<file path="config.mk">
export PLATFORM = sky130hd
export DESIGN_NAME = capture_sequencer
export DESIGN_NICKNAME = d
export VERILOG_FILES = /design/src/rtl/capture_sequencer.sv
export SDC_FILE = /design/constraint.sdc
export NUM_CORES = 1
export LEC_CHECK = 0
export ABC_AREA = 1
export CAP_MARGIN = 20
export CORE_UTILIZATION = 39
export CTS_CLUSTER_SIZE = 14
export DETAILED_ROUTE_END_ITERATION = 8
export GPL_ROUTABILITY_DRIVEN = 1
export GPL_TIMING_DRIVEN = 0
export HOLD_SLACK_MARGIN = 0.1
export PLACE_DENSITY = 0.7
export SYNTH_ARGS = -nofsm -noshare
export SYNTH_HDL_FRONTEND = slang
export SYNTH_SLANG_ARGS = --single-unit
</file>
<file path="constraint.sdc">
create_clock -name clk -period 3.05 [get_ports clk]
set_input_delay 0.915 -clock clk [delete_from_list [all_inputs] [get_ports clk]]
set_output_delay 0.915 -clock clk [all_outputs]
set_load 0.03 [all_outputs]
</file>
<file path="src/rtl/capture_sequencer.sv">
// Capture sequencer: pre-trigger window, pulse qualification, post-trigger fill, SPI drain.
// Optional CAPTURE_TIMESTAMP_EN latches a free-running cycle count at each trigger.
//
// state    | meaning
// ---------+-----------------------------------------------------------
// IDLE     | disarmed, outputs quiet
// PREFILL  | filling FIFO up to the pre-trigger depth
// ARMED    | sliding pre-trigger window, qualifying samples
// POSTFILL | writing post-trigger samples
// LOAD     | pop next word for SPI, or finish when FIFO is empty
// PRESENT  | word on FIFO output, waiting for the SPI transaction
// HOLDOFF  | quiet period before re-arming
module capture_sequencer #(
    parameter int          PRETRIG_SAMPLES  = 500,
    parameter int          POSTTRIG_SAMPLES = 500,
    parameter logic [15:0] THRESHOLD        = 16'd32,
    parameter logic [15:0] REJECT_FLOOR     = 16'hF800,
    parameter int          QUAL_COUNT       = 20,
    parameter int          HOLDOFF_CYCLES   = 1000,
    parameter int          CNT_W            = 14
) (
    input  logic             clk,
    input  logic             rst,
    input  logic             arm_en,
    input  logic             sample_valid,
    input  logic [15:0]      sample_data,
    input  logic [CNT_W-1:0] fifo_count,
    input  logic             fifo_empty,
    input  logic             fifo_full,
    output logic             fifo_wr,
    output logic             fifo_rd,
    output logic             fifo_flush,
    output logic             spi_rdy,
    input  logic             transaction_done,
    output logic             trigger_seen,
    output logic             capture_done,
    output logic             overflow,
    output logic             busy,
    output logic [31:0]      trig_timestamp
);

    localparam int QW = $clog2(QUAL_COUNT + 1);
    localparam int PW = $clog2(POSTTRIG_SAMPLES + 1);
    localparam int HW = $clog2(HOLDOFF_CYCLES + 1);

    typedef enum logic [2:0] {
        IDLE, PREFILL, ARMED, POSTFILL, LOAD, PRESENT, HOLDOFF
    } state_t;

    state_t          state, state_nxt;
    logic [QW-1:0]   qual_cnt;
    logic [PW-1:0]   post_cnt;
    logic [HW-1:0]   holdoff_cnt;

    logic code_ok, pre_full, qual_hit, post_last, hold_tc;

    assign code_ok   = (sample_data >= THRESHOLD) && (sample_data < REJECT_FLOOR);
    assign pre_full  = fifo_count >= CNT_W'(PRETRIG_SAMPLES);
    // Disarm takes priority over a trigger arriving in the same cycle.
    assign qual_hit  = (state == ARMED) && arm_en && sample_valid && code_ok &&
                       (qual_cnt == QW'(QUAL_COUNT - 1));
    assign post_last = post_cnt == PW'(POSTTRIG_SAMPLES);
    assign hold_tc   = holdoff_cnt == '0;

    always_ff @(posedge clk or posedge rst) begin
        if (rst) state <= IDLE;
        else     state <= state_nxt;
    end

    always_comb begin
        state_nxt = state;
        case (state)
            IDLE:     if (arm_en) state_nxt = PREFILL;
            PREFILL:  if (!arm_en) state_nxt = IDLE;
                      else if (pre_full) state_nxt = ARMED;
            ARMED:    if (!arm_en) state_nxt = IDLE;
                      else if (qual_hit) state_nxt = POSTFILL;
            POSTFILL: if (post_last) state_nxt = LOAD;
            LOAD:     state_nxt = fifo_empty ? HOLDOFF : PRESENT;
            PRESENT:  if (transaction_done) state_nxt = LOAD;
            HOLDOFF:  if (hold_tc) state_nxt = arm_en ? PREFILL : IDLE;
            default:  state_nxt = IDLE;
        endcase
    end

    always_comb begin
        fifo_wr = 1'b0;
        fifo_rd = 1'b0;
        case (state)
            PREFILL:  fifo_wr = sample_valid;
            ARMED: begin
                fifo_wr = sample_valid;
                fifo_rd = sample_valid && pre_full && !qual_hit;
            end
            POSTFILL: fifo_wr = sample_valid && !fifo_full && !post_last;
            LOAD:     fifo_rd = !fifo_empty;
            default:  ;
        endcase
    end

    always_ff @(posedge clk or posedge rst) begin
        if (rst) begin
            fifo_flush   <= 1'b0;
            trigger_seen <= 1'b0;
            capture_done <= 1'b0;
            spi_rdy      <= 1'b0;
            busy         <= 1'b0;
            overflow     <= 1'b0;
        end else begin
            fifo_flush   <= (state_nxt == PREFILL) && (state != PREFILL);
            trigger_seen <= qual_hit;
            capture_done <= (state == LOAD) && fifo_empty;
            spi_rdy      <= state_nxt == PRESENT;
            busy         <= state_nxt != IDLE;
            if ((state == HOLDOFF) && (state_nxt != HOLDOFF))
                overflow <= 1'b0;
            else if ((state == POSTFILL) && sample_valid && fifo_full && !post_last)
                overflow <= 1'b1;
        end
    end

    always_ff @(posedge clk or posedge rst) begin
        if (rst) begin
            qual_cnt    <= '0;
            post_cnt    <= '0;
            holdoff_cnt <= '0;
        end else begin
            if ((state != ARMED) || (state_nxt != ARMED))
                qual_cnt <= '0;
            else if (sample_valid)
                qual_cnt <= !code_ok ? '0 :
                            (qual_cnt == QW'(QUAL_COUNT)) ? qual_cnt : qual_cnt + QW'(1);

            if (qual_hit)
                post_cnt <= PW'(1);
            else if ((state == POSTFILL) && sample_valid && !post_last)
                post_cnt <= post_cnt + PW'(1);

            // Down-counter loaded on entry so HOLDOFF lasts exactly HOLDOFF_CYCLES cycles.
            if ((state == LOAD) && fifo_empty)
                holdoff_cnt <= HW'(HOLDOFF_CYCLES - 1);
            else if ((state == HOLDOFF) && !hold_tc)
                holdoff_cnt <= holdoff_cnt - HW'(1);
        end
    end

`ifdef CAPTURE_TIMESTAMP_EN
    logic [31:0] cycle_cnt;

    always_ff @(posedge clk or posedge rst) begin
        if (rst) begin
            cycle_cnt      <= '0;
            trig_timestamp <= '0;
        end else begin
            cycle_cnt <= cycle_cnt + 32'd1;
            if (qual_hit) trig_timestamp <= cycle_cnt;
        end
    end
`else
    assign trig_timestamp = '0;
`endif

endmodule

</file>
==> results.ini <==
[status]
outcome = finished clean

[power_and_ir_drop]
p_leak_uw = 0.001582
irDropWorstVdd_uv = 235.0
pwr-share-comb = 0.397
power.switching_uw = 612.5
proportion_of_power_drawn_by_the_clock_network = 0.207
power.sequential.fraction = 0.396
powerDensity_mw_per_mm2 = 507.8
cell_internal_pwr_uw = 927.0
power.switching_fraction = 0.3978

[sta]
grt_setup_unrepaired = yes
max_slew.worst_pin.slew_ns = 0.5127
hold_violations = 0
finalCritPeriodShare = 0.9927
final_max_slew_viol_count = 0
finalSetupViolations = 0
hold-worst-slack_ns = 0.5170
layout_min_cycle_time_ns = 3.028
clock-skew-final_ns = 0.003627
fmax_mhz = 330.3
remaining_max_slew_budget_at_the_tightest_pin = 0.6578

[clocking]
cts.clk_slew.worst_paths_ns = 0.07
cts.path.max_buffers = 2
ctsHoldBuffers = 0
htree_num_levels = 2
number_of_buffers_created_by_cts = 5
numClockSinks = 33
tritoncts = done
clkLatencyLatePin_ns = 0.29
clk_root_buffer_cell = clkbuf_8

[synth]
synth_async_sr_flop_share = 1.000
synth_xor_xnor_area_share = 0.01564
mux_cell_area_share_after_synthesis = 0
synthSimpleGateAreaFrac = 0.3145
synth_seq_cells = 33
synth-seq-area-share = 0.3687
yosysUniqueCellTypes = 33
synth_top_flop_cell = dfrtp_1
synth_compound_gate_area_share = 0.09888
syn_avg_cell_area_um2 = 7.592
ys.warnings.count = 0
yosys.area_share.adder = 0.02793
post_synthesis_instance_total = 295
main_combinational_cell_family_by_area_after_synthesis = simple AND/OR/NAND/NOR gates
synth_enable_flop_cells = 0
post_synth_instance_area_mm2 = 0.002240

[worst_setup_path]
cp_num_cells = 9
critical-path-max-stage-delay_ns = 0.42
critPathTopFamily = buffers and inverters
data_arrival_critical_path_ns = 2.11
timing.critical_path.cells = clkdlybuf4s50_1, nor3_2, nand2_1, nand2_2, nor2_4, inv_4, nand3_4, o21ai_4, buf_6
path_buf_inv = 3
required_ns = 2.13
cp_max_stage_cell = clkdlybuf4s50_1
crit_path_end_kind = output pin
reg2reg_depth = 11
timing.critical_path.from_type = input port
critPathKind = input port to output pin
highest_net_fanout_along_the_worst_path = 3

[die]
die-width_um = 77.78
dieHeight_um = 77.78
initial_utilization = 0.4067
placement_rows = 27
die-area_mm2 = 0.006050
design.portCount = 77
fp.coreArea_mm2 = 0.005507

[layout]
final_util = 0.5506
fin_cells = 451
nets = 420
syn2layout_area_growth_pct = 35.36
diodes = 0
mostFrequentLayoutCells = 48 x nand2_1, 40 x buf_4, 36 x nor2_1
share_of_cells_above_drive_strength_1 = 0.2084
final_common_cell = nand2_1

[grt]
pin_count_of_the_biggest_net_entering_global_routing = 24
antenna_found_initial = 0
first_pass_grt_wire_length_mm = 7.500
grt_pass1_vias = 1761
global_route.usage.total = 0.1562
globalRoute.totalOverflow = 0

[routing]
remaining_drc_errors = 0
detail_route.wirelength_mm = 4.472
via_count = 1984
drt_iter0_drc = 56
detail_route.vias_per_cell = 4.399
ant_nets = 0
detail_route.wl_per_cell_um = 9.916
detail_route.first_pass.iterations = 4

[placed_design]
numPlacedInstances = 436
place.port_buffers = 37
detailed_place_hpwl_mm = 3.372
globalplace.congestion = 0.8179

[job]
drv.max_cap_violation_count = 0

[hold_path]
hold_path_depth = 2
worst_hold_path_type = flip-flop to flip-flop

registers in the layout, summed over array words and instances (netlist names):
| name | flops |
|---|---|
| post_cnt | 9 |
| overflow | 1 |
| state | 3 |
| spi_rdy | 1 |
| busy | 1 |
| qual_cnt | 5 |
| capture_done | 1 |
| holdoff_cnt | 10 |
| fifo_flush | 1 |
| trigger_seen | 1 |
stage by stage:
| stage | setup WS, ns | area (µm²) | setup TNS, ns | power, µW |
|---|---|---|---|---|
| final | 0.02224 | 3032 | 0 | 1540 |
| after global routing | -0.08248 | 3032 | -0.08248 | 1664 |
| after CTS | -0.06864 | 2970 | -0.06864 | 1545 |
| after detailed placement | -0.9017 | 2844 | -1.334 | 1209 |
| after global placement | -0.8594 | 2816 | -1.292 | 1194 |
| after floorplan | 0.1356 | 2356 | 0 | 1042 |
layer usage:
metal,vias to the layer above,GRT usage,wire length [µm]
met5,-,0,0
met3,6,0.04471,252
met1,874,0.1805,1913
li1,1056,-,-
met4,0,0.06415,63
met2,48,0.2690,2243
Yosys cell counts (2+ instances only):
master / count / area share
o211ai_1: 2 / 0.0067
o21ai_0: 14 / 0.031
nor2_2: 5 / 0.014
buf_4: 32 / 0.11
o21ai_1: 2 / 0.0045
nand2_4: 2 / 0.010
nand3b_1: 2 / 0.0067
nand3_1: 20 / 0.045
nor3_4: 2 / 0.015
nand2_1: 49 / 0.082
nand4_1: 8 / 0.022
a21oi_1: 13 / 0.029
ha_1: 5 / 0.028
or2_2: 3 / 0.0084
inv_1: 35 / 0.059
nor3_1: 6 / 0.013
xor2_1: 4 / 0.016
inv_2: 4 / 0.0067
nor2_1: 37 / 0.062
nand2_2: 3 / 0.0084
dfrtp_1: 33 / 0.37
nand3_2: 3 / 0.013
final timing paths:
path | slack [ns] | end | from
worst min register to register | 0.52 | overflow$_DFFE_PP0P_ | overflow$_DFFE_PP0P_
min in group asynchronous | 0.97 | qual_cnt[1]$_DFFE_PP0P_ | rst
worst min-delay path | 0.52 | overflow$_DFFE_PP0P_ | overflow$_DFFE_PP0P_
worst max register to register | 1.18 | qual_cnt[4]$_DFFE_PP0P_ | post_cnt[0]$_DFFE_PP0P_
worst max-delay path | 0.02 | fifo_rd | sample_data[6]
max in group asynchronous | 1.60 | holdoff_cnt[8]$_DFFE_PP0P_ | rst
power groups by stage:
stage | Sequential, µW | Combinational [µW] | Clock, µW
after floorplan | 639 | 404 | 0
after detailed placement | 615 | 593 | 0
after CTS | 609 | 601 | 335
after global placement | 615 | 579 | 0
after global routing | 624 | 691 | 350
final | 610 | 611 | 319
layout make-up:
cell class                 count  area [µm²]
fill                         502        2475
multi-input combinational    222        1189
sequential                    33       825.8
timing repair buffer          45       455.4
buffer                        32       240.2
inverter                      39       148.9
tap                           72       90.09
clock buffer                   6       72.57
clock inverter                 2       10.01
logic make-up after synthesis:
kind of cell / Yosys count
and+or+nand+nor: 143
AOI/OAI and AO/OA: 38
xor gates and xnor gates: 4
DFF: 33
adders and majority gates: 5
buffers and inverters: 71
other: 1
worst register-to-register path: cells and delay by family (launching register included):
family | cells | cell delay, ns
simple gates | 7 | 0.84
flops | 1 | 0.40
buf+inv | 2 | 0.28
fa+ha+maj | 1 | 0.15
compound gates | 1 | 0.13
repair_timing:
action / CTS / global route
setup buffers: 5 / 2
gates resized for setup: 28 / 12
pin swaps: 11 / 10
cloned: 0 / 0
setup endpoints to repair: 2 / 2
Power figures use the tool's default switching activity.
